## config.mk

```make
export PLATFORM = sky130hd
export DESIGN_NAME = debug_dump_tx
export DESIGN_NICKNAME = d
export VERILOG_FILES = /design/src/rtl/debug_dump_tx.sv
export SDC_FILE = /design/constraint.sdc
export NUM_CORES = 2
export LEC_CHECK = 0
export CORE_AREA = 4 4 585 587
export DETAILED_ROUTE_END_ITERATION = 12
export DIE_AREA = 0 0 589 591
export PLACE_DENSITY = 0.38
export SLEW_MARGIN = 20
export SYNTH_ARGS = -nofsm -noshare
export SYNTH_HDL_FRONTEND = slang
export SYNTH_SLANG_ARGS = --single-unit
export TNS_END_PERCENT = 10
```

## constraint.sdc

```tcl
create_clock -name clk -period 3.9 [get_ports clk]
set_input_delay 0.975 -clock clk [delete_from_list [all_inputs] [get_ports clk]]
set_output_delay 0.975 -clock clk [all_outputs]
set_load 0.005 [all_outputs]
```

## src/rtl/debug_dump_tx.sv

```systemverilog
`default_nettype none
// ============================================================================
// Module      : debug_dump_tx
// Description : Captures the DataPath debug outputs on a processor halt or a
//               manual request. It then sends the snapshot as one framed byte
//               stream over a valid/ready interface: header byte, 184 payload
//               bytes (LSB first), and an optional XOR checksum byte.
// Revision    : 1.0 - initial release
// ============================================================================
module debug_dump_tx #(
    parameter logic [7:0] HEADER_BYTE = 8'hA5,
    parameter bit         SEND_CSUM   = 1'b1
) (
    input  logic          clk,
    input  logic          reset,
    input  logic [1023:0] du_reg,
    input  logic [255:0]  du_mem,
    input  logic [63:0]   du_if_id,
    input  logic [125:0]  du_id_ex,
    input  logic          du_halt,
    input  logic          dump_req,
    output logic [7:0]    tx_data,
    output logic          tx_valid,
    input  logic          tx_ready,
    output logic          busy,
    output logic          done
);

    localparam int         SHADOW_W = 1472;
    localparam logic [7:0] LAST_IDX = 8'd183;

    typedef enum logic [2:0] {
        ST_IDLE    = 3'd0,
        ST_HDR     = 3'd1,
        ST_PAYLOAD = 3'd2,
        ST_CSUM    = 3'd3,
        ST_LAST    = 3'd4
    } state_t;

    state_t                state_q, state_d;
    logic                  halt_q;
    logic [SHADOW_W-1:0]   shadow_q, shadow_d;
    logic [7:0]            cnt_q, cnt_d;
    logic [7:0]            csum_q, csum_d;
    logic                  w_trigger;

    // A halt rising edge or a manual request starts a frame, but only from IDLE.
    // Requests that arrive at any other time are dropped, not queued.
    assign w_trigger = (state_q == ST_IDLE) && ((du_halt && !halt_q) || dump_req);

    // Next-state, snapshot/checksum update and Moore output decode
    always_comb begin
        state_d  = state_q;
        shadow_d = shadow_q;
        cnt_d    = cnt_q;
        csum_d   = csum_q;
        tx_data  = 8'h00;
        tx_valid = 1'b0;
        busy     = 1'b0;
        done     = 1'b0;

        case (state_q)
            ST_IDLE: begin
                if (w_trigger) begin
                    state_d  = ST_HDR;
                    shadow_d = {2'b00, du_id_ex, du_if_id, du_mem, du_reg};
                    cnt_d    = 8'd0;
                    csum_d   = 8'h00;
                end
            end
            ST_HDR: begin
                tx_data  = HEADER_BYTE;
                tx_valid = 1'b1;
                busy     = 1'b1;
                if (tx_ready) begin
                    state_d = ST_PAYLOAD;
                end
            end
            ST_PAYLOAD: begin
                tx_data  = shadow_q[7:0];
                tx_valid = 1'b1;
                busy     = 1'b1;
                if (tx_ready) begin
                    shadow_d = {8'h00, shadow_q[SHADOW_W-1:8]};
                    csum_d   = csum_q ^ shadow_q[7:0];
                    if (cnt_q == LAST_IDX) begin
                        // The counter stays at LAST_IDX. It is reloaded at the next trigger.
                        if (SEND_CSUM) begin
                            state_d = ST_CSUM;
                        end else begin
                            state_d = ST_LAST;
                        end
                    end else begin
                        cnt_d = cnt_q + 8'd1;
                    end
                end
            end
            ST_CSUM: begin
                tx_data  = csum_q;
                tx_valid = 1'b1;
                busy     = 1'b1;
                if (tx_ready) begin
                    state_d = ST_LAST;
                end
            end
            ST_LAST: begin
                done    = 1'b1;
                state_d = ST_IDLE;
            end
            default: begin
                state_d = ST_IDLE;
            end
        endcase
    end

    // State, snapshot, counter and checksum registers. halt_q samples every cycle.
    always_ff @(posedge clk or negedge reset) begin
        if (!reset) begin
            state_q  <= ST_IDLE;
            halt_q   <= 1'b0;
            shadow_q <= '0;
            cnt_q    <= 8'd0;
            csum_q   <= 8'h00;
        end else begin
            state_q  <= state_d;
            halt_q   <= du_halt;
            shadow_q <= shadow_d;
            cnt_q    <= cnt_d;
            csum_q   <= csum_d;
        end
    end

endmodule
`default_nettype wire
```

# [Word level (Yosys, flattened, before mapping)]
# Index checks and enable logic that the tools add are counted.
[word_totals] out_inout_bits=11 regBits=1492 word_cells=46 input_bits=1475
[op_classes] addsub=1 n_reduce_logical=10 mux=18 eq_ne=11 n_bitwise=1
[op_table] cell="two-way mux 1472 bit" n=2
[op_table] cell="case mux 1472 bit (2 select lines)" n=1
[op_table] cell="two-way mux 8 bit" n=4
[op_table] cell="case mux 8 bit (2 select lines)" n=2
[op_table] cell="case mux 8 bit (3 select lines)" n=1
[op_table] cell="two-way mux 3 bit" n=5
[op_table] cell="!= test 2 bit (second input constant)" n=6
[op_table] cell="case mux 3 bit (4 select lines)" n=1
[op_table] cell="adder 8 x 1 -> 8 bit (second input constant)" n=1
[op_table] cell="equality test 8 bit (second input constant)" n=1
[op_table] cell="XOR 8 bit" n=1
[op_table] cell="equality test 3 x 2 -> 1 bit (second input constant)" n=2
[op_table] cell="AND reduction 5 bit" n=1
[op_table] cell="AND reduction 4 bit" n=1
[op_table] cell="equality test 3 x 1 -> 1 bit (second input constant)" n=1
[op_table] cell="equality test 3 bit (second input constant)" n=1
[op_table] cell="logical NOT 3 bit" n=1
[op_table] cell="AND reduction 3 bit" n=1
[op_table] cell="OR reduction 3 bit" n=1
[op_table] cell="logical AND 1 bit" n=2
[op_table] cell="two-way mux 1 bit" n=2
[op_table] cell="nonzero test 2 bit" n=1
[op_table] cell="logical NOT 1 bit" n=1
[op_table] cell="logical OR 1 bit" n=1

# [Logic depth before layout (Yosys ltp)]
[depth] depth_word=6 depth_mapped=9 depth_no_buf=5

# [Least setup slack after synthesis]
# OpenSTA, ideal clock, no wires.
[synth_timing] path_kind="input -> register" startpoint="input port du_halt" endpoint="register shadow_q[358]" n_path_buf=3 arrival_ns=2.126 path_slack_ns=1.698 stages=7 cell_sequence="nand2b_1 -> a21bo_1 -> buf_2 -> clkbuf_1 -> buf_1 -> nand3_1 -> o21ai_1"
[synth_via] elab_chain_len=5
[synth_lines] element="start, declared" line="20" text="input logic du_halt,"
[synth_lines] element="logical AND 1 bit" line="49" text="assign w_trigger = (state_q == ST_IDLE) && ((du_halt && !halt_q) || dump_req);"
[synth_lines] element="logical OR 1 bit" line="49"
[synth_lines] element="logical AND 1 bit" line="49"
[synth_lines] element="!= test 2 bit (no source line)"
[synth_lines] element="AND reduction 3 bit (no source line)"
[synth_lines] element="end signal, assigned" line="127" text="shadow_q <= shadow_d;"
[synth_lines] element="end, declared" line="42" text="logic [SHADOW_W-1:0] shadow_q, shadow_d;"
# Every way passes these cells.
# A chain may end at the register's enable or synchronous reset.

# [Final worst setup path]
[layout_timing] startpoint="register state_q[1]" endpoint="output port tx_data[7]"
[layout_via] elab_chain_len=2 elab_cells_between_ends=4
[layout_lines] element="start, declared" line="40" text="state_t state_q, state_d;"
[layout_lines] element="start signal, assigned" line="125" text="state_q <= state_d;"
[layout_lines] element="equality test 3 x 2 -> 1 bit / equality test 3 x 1 -> 1 bit (equally long branches)" line="62" text="case (state_q)"
[layout_lines] element="case mux 8 bit (3 select lines) *" line="62"
[layout_lines] element="end, declared" line="22" text="output logic [7:0] tx_data,"
# Every way passes the cells marked *; elsewhere a longest branch is shown, timed or not.

==> flow_summary.toml <==
[status]
outcome = "completed"

[critical_path]
end_kind = "primary output"
start_kind = "flop"
crit_fanout = 14
cp_data_arrival_time_ns = 2.61
crit_required_ns = 2.92
critical_path_class = "flop to primary output"

[final_layout]
fillers = 35285
drive_above_1_share_pct = 6.78
nets = 9408
area_delta_synth_final_pct = 38.7
fin_util_pct = 29.0

[cts]
htreeDepth = 4
tritoncts = "done"
cts_buffer_depth = 4
worstSkewPairLatency_ns = 0.83
cts_root_buffer = "clkbuf_16"
numCtsBuffers = 192
cts_setup_buffers = 0
clk_pin_slew_ns = 0.06
cts_sinks = 1490

[floorplanning]
io-pin-count = 1486
rows = 213
die_width_um = 589
die_area_sq_um = 348000
start_util_pct = 20.9
fp.coreArea_sq_um = 336000
die_h_um = 591

[yosys]
synth_nets = 8129
syn_area_per_cell_sq_um = 10.6
synth_cell_types = 37
ys_seq_elements = 1490
yosysSeqAreaShare_pct = 53.1
synthCells = 6653
synthesis.area_sq_um = 70300
ys_warn_count = 0

[power_and_ir_drop]
ir_drop_uv = 408
p_per_area_nw_per_um2 = 798
p_leak_uw = 0.0394

[routing]
wirelength_mm = 340
drt-initial-drc-count = 4016
ant_nets = 0
firstDrtPassIters = 5
vias = 59113
wl_per_cell_um = 26.8
drc_errors = 0
via_per_inst = 4.66

[timing]
setup_ws_ns = 0.315
worstMarginPinSlew_ns = 1.11
clock.fmax_mhz = 279
period_needed_ns = 3.58
setup_viol = 0
tns_ns = 0
slew_violations = 0
fin_skew_ns = 0.0644
rsz0062_at_grt = "false"
max-slew-margin-rel_pct = 23.6
hold_viol = 0
finalCritPeriodShare_pct = 91.9

[grt]
grt_pass1_wl_mm = 478
grt_max_degree = 135
grtUsageTotal_pct = 18.7
grt_overflow = 0
antenna_found_initial = 269
grt_pass1_vias = 61581

[hold_path]
hold_path.class = "flop to flop"

[place]
place.gp.congestion = 0.844
dp.final_hpwl_mm = 253
pre_cts_slack_ns = 0.503
numPortBuffers = 1485

[job]
maxCapViolCount = 0
-- through the flow --
| step | area [sq um] | std cells | hold WS, ns | total power, uW |
|---|---|---|---|---|
| finish | 97400 | 12674 | 0.496 | 77800 |
| detailed placement | 90900 | 12252 | 0.485 | 60500 |
| floorplan | 70300 | 6653 | 0.466 | 48500 |
| global placement | 90900 | 12252 | 0.482 | 59800 |
| global route | 97300 | 12626 | 0.508 | 83400 |
| CTS | 97200 | 12585 | 0.486 | 79100 |
-- worst max-delay path, stage by stage (launching register included) --
cell	delay (ns)
dfrtp_1	0.56
nand2_1	0.24
nor2_1	0.05
nor3_1	0.25
clkdlybuf4s50_1	0.69
-- area by class of cell --
cell class,instances,area [sq um],area share [%]
Clock buffer,296,5720,5.87
Clock inverter,36,559,0.574
Timing Repair Buffer,1745,18000,18.5
Inverter,7,26.3,0.0270
Antenna cell,89,223,0.229
Multi-Input combinational cell,4496,30000,30.8
Sequential cell,1490,37300,38.3
Tap cell,4515,5650,5.80
-- logic make-up after synthesis --
family                   synth area share (%)
multiplexers                             20.9
buffers and inverters                    4.30
AND/OR/NAND/NOR                          10.8
XOR/XNOR                                0.112
AO/OA/AOI/OAI                            10.8
flip-flops                               53.1
adder cells (fa/ha/maj)                0.0178
-- metal layers --
layer	vias up	wire, um	track usage, %
li1	26845	-	-
met1	29652	139000	22.9
met2	1788	167000	32.0
met3	662	23400	5.34
met4	166	9370	5.23
met5	-	1070	0
-- cells in the mapped netlist --
cell | count | share of area, %
a211oi_1 | 2 | 0.021
buf_2 | 315 | 2.2
nand4bb_1 | 1 | 0.016
nor3_2 | 1 | 0.014
o21ai_0 | 73 | 0.52
nor3_1 | 4 | 0.028
nand3_1 | 1467 | 10
buf_1 | 219 | 1.2
and3_1 | 2 | 0.018
a22o_1 | 8 | 0.10
a21boi_4 | 1 | 0.027
buf_4 | 27 | 0.29
dfrtp_1 | 1490 | 53
buf_6 | 2 | 0.032
o22ai_1 | 7 | 0.062
nor3b_2 | 1 | 0.018
xor2_1 | 9 | 0.11
or3b_2 | 1 | 0.012
nor4_1 | 1 | 0.0089
a221oi_1 | 3 | 0.037
inv_1 | 7 | 0.037
a21bo_1 | 1 | 0.014
a21oi_1 | 8 | 0.057
ha_1 | 1 | 0.018
nor4bb_1 | 1 | 0.014
clkbuf_1 | 94 | 0.50
o21ai_1 | 1390 | 9.9
and2_1 | 1 | 0.0089
a211o_1 | 1 | 0.012
nand2b_1 | 3 | 0.027
mux2i_1 | 1468 | 21
nor2_1 | 21 | 0.11
clkbuf_4 | 3 | 0.032
nand2_1 | 15 | 0.080
nor2_2 | 1 | 0.0089
nand4_1 | 3 | 0.027
o211ai_1 | 1 | 0.011
-- state kept, by name, summed over array words and instances (netlist names) --
name      cells
shadow_q   1470
cnt_q         8
csum_q        8
state_q       3
halt_q        1
-- cells in the final DEF, fill, tap and decap left out, types with 14 or more instances in the layout --
cell type        count
buf_12              92
buf_4              167
clkbuf_1            54
clkbuf_16          194
clkbuf_8            48
clkdlybuf4s50_1   1484
dfrtp_1           1489
diode_2             89
mux2i_1           1468
nand2_1             14
nand3_1           1467
nor2_1              21
o21ai_0             73
o21ai_1           1390
-- path summary, 6_finish.rpt --
kind	start	endpoint	slack, ns	cells past startpoint
max	state_q[1]$_DFFE_PN0P_	tx_data[7]	0.32	4
max reg2reg	state_q[1]$_DFFE_PN0P_	shadow_q[927]$_DFFE_PN0P_	0.96	6
min	shadow_q[1464]$_DFFE_PN0P_	shadow_q[1464]$_DFFE_PN0P_	0.50	1
min in group asynchronous	reset	shadow_q[277]$_DFFE_PN0P_	0.64	2
max in group asynchronous	reset	shadow_q[1293]$_DFFE_PN0P_	1.79	4
min reg2reg	shadow_q[1464]$_DFFE_PN0P_	shadow_q[1464]$_DFFE_PN0P_	0.50	1
-- where the power goes --
part | internal (uW) | switching (uW) | total (uW)
Combinational | 13500 | 18500 | 32000
Sequential | 23000 | 4720 | 27700
Clock | 10700 | 7400 | 18100
Total | 47200 | 30600 | 77800
-- what timing repair did --
| action | in CTS | in global routing |
|---|---|---|
| gates resized for setup | 1 | 0 |
| setup endpoints to repair | 1 | 0 |
| hold endpoints to repair | 19 | 0 |
| hold buffers | 1 | 0 |
(Power assumes the default switching activity.)
==> variant: new RTL, config.mk and constraints unchanged <==
`csum_q` no longer has a reset.
--- a/src/rtl/debug_dump_tx.sv
+++ b/src/rtl/debug_dump_tx.sv
@@ -122,3 +122,2 @@
             cnt_q    <= 8'd0;
-            csum_q   <= 8'h00;
         end else begin
@@ -128,4 +127,7 @@
             cnt_q    <= cnt_d;
-            csum_q   <= csum_d;
         end
+    end
+
+    always_ff @(posedge clk) begin
+        csum_q <= csum_d;
     end
Function: not settled (the Yosys comparison gave no result); the edit may change what the design does.
==> variant against the original RTL <==
Worst setup slack worse by 0.13 ns. Cell area rose by 2.4%. Utilization is 0.70 points higher. Sequential cell count did not move. Count of clock-buffer cells in the layout shrank 4. Wire length is 5.2% lower. Total power up 0.66%. Synthesized area up 6.1%.
==> variant: results (changes against the original RTL) <==
Global routing
  • Grt met2 use: 31.6% (was 32.0%)
  • M3 GR Usage: 3.76% (was 5.34%)
  • GR met1 Demand/Resource: 22.2% (was 22.9%)
  • Vias in the first global route: 64000 (was 61600)
  • Initial antenna violation count: 110 (was 269)
  • Largest net degree at the start of global routing: 185 (was 135)
  • GRT Overall Usage: 17.9% (was 18.7%)
  • First-pass GRT wire length: 461 mm (was 478 mm)

Yosys
  • Share of flip-flops with an asynchronous set or reset: 99.5% (was 100%)
  • Top cells by count, synth: 4391 x nand2_1, 1482 x dfrtp_1, 1462 x mux2_1, 205 x buf_2, 139 x clkbuf_1 (was 1490 x dfrtp_1, 1468 x mux2i_1, 1467 x nand3_1, 1390 x o21ai_1, 315 x buf_2)
  • Register area share after synthesis: 50.1% (was 53.1%)
  • Syn Nets: 9413 (was 8129)
  • Unique masters post-synth: 45 (was 37)
  • Area contributors post-synth: dfrtp_1 50%, nand2_1 22%, mux2_1 22% (was dfrtp_1 53%, mux2i_1 21%, nand3_1 10%)
  • EDFF count, synth: 8 (was 0)
  • Post-synthesis compound-gate area fraction: 0.289% (was 10.8%)

Run status
  • Status: completed (unchanged)

Worst setup path
  • Arrival time at the worst endpoint: 2.74 ns (was 2.61 ns)
  • Critical path's largest stage delay: 0.74 ns (was 0.69 ns)

Routing
  • Drt via density: 4.24 (was 4.66)
  • Vias: 59400 (was 59100)
  • Starting DRT DRC Count: 3347 (was 4016)

Power and ir drop
  • Lkg Pwr: 0.0464 uW (was 0.0394 uW)
  • VDD IR-drop max: 0.449 mV (was 0.408 mV)

Clock tree
  • CTS buffer count: 188 (was 192)

Placed design
  • Post-DP HPWL: 250 mm (was 253 mm)
  • Routability Congestion: 0.839 (was 0.844)

Timing
  • Clock Skew: 0.0603 ns (was 0.0644 ns)

Finish
  • Share of layout cells above drive strength 1: 4.89% (was 6.78%)

Worst hold path
  • Worst Hold Launch: shadow_q[1452] (was shadow_q[1464])
[variant: changes by cell type in the layout (fill, tap and decap cells not counted), moves of 72 or more]
cell | before | now
o21ai_1 | 1390 | 0
o21ai_0 | 73 | 1
mux2_1 | 0 | 1462
nand3_1 | 1467 | 3
nand2_1 | 14 | 4391
mux2i_1 | 1468 | 6
[variant: worst max-delay path: cells and delay by family, from the launching register on]
kind                   cells  cell delay [ns]
AND/OR/NAND/NOR            2             0.51
buffers and inverters      1             0.74
flip-flops                 1             0.66
[variant: cell families (layout without fill, tap and decap cells)]
logic type               count (synthesis)  in the layout
AND/OR/NAND/NOR                       4442           4442
XOR/XNOR                                 9              9
multiplexers                          1468           1468
other                                    0             31
AO/OA/AOI/OAI                           28             28
adder cells (fa/ha/maj)                  1              1
buffers and inverters                  499           2009
flip-flops                            1490           1490
[variant: final timing paths]
path / cells after the start / end / slack, ns
worst max-delay path: 3 / tx_valid / 0.19
worst min-delay path: 1 / shadow_q[1452] / 0.48
worst max register to register: 6 / shadow_q[1110] / 0.58
worst min register to register: 1 / shadow_q[1452] / 0.48
max in group asynchronous: 4 / shadow_q[1091] / 1.79
min in group asynchronous: 2 / shadow_q[1451] / 0.69
[variant: routing by layer]
layer | share of wire (%) | vias to the layer above | wire length [um]
li1 | - | 28100 | -
met1 | 42 | 29200 | 136000
met2 | 49 | 1585 | 159000
met3 | 5.4 | 476 | 17500
met4 | 2.7 | 76 | 8640
met5 | 0.16 | - | 524
[variant: cell type report]
class	instances	area, um^2
antenna	31	77.6
clock buffer	292	5490
clock inverter	39	394
fill	35800	237000
inverter	2	23.8
multi-input combinational	5948	33600
sequential	1490	37300
tap	4515	5650
timing repair buffer	1676	17200
[variant: report_power, final]
part | switching (uW) | internal (uW) | leakage, uW
sequential | 4140 | 23800 | 0.0176
combinational | 19000 | 14400 | 0.0259
clock | 7180 | 9850 | 0.00288
[variant: per-stage QoR]
step,worst slack [ns],area (um^2)
global route,0.0175,99700
CTS,0.00950,99700
detailed placement,0.253,93800
global placement,0.268,93800
floorplan,1.32,74500
finish,0.188,99800
[variant: what timing repair did]
action | CTS | global route
endpoints found under the setup margin | 4 | 0
hold endpoints to repair | 3 | 0
hold buffers | 1 | 0
resized for setup | 4 | 0
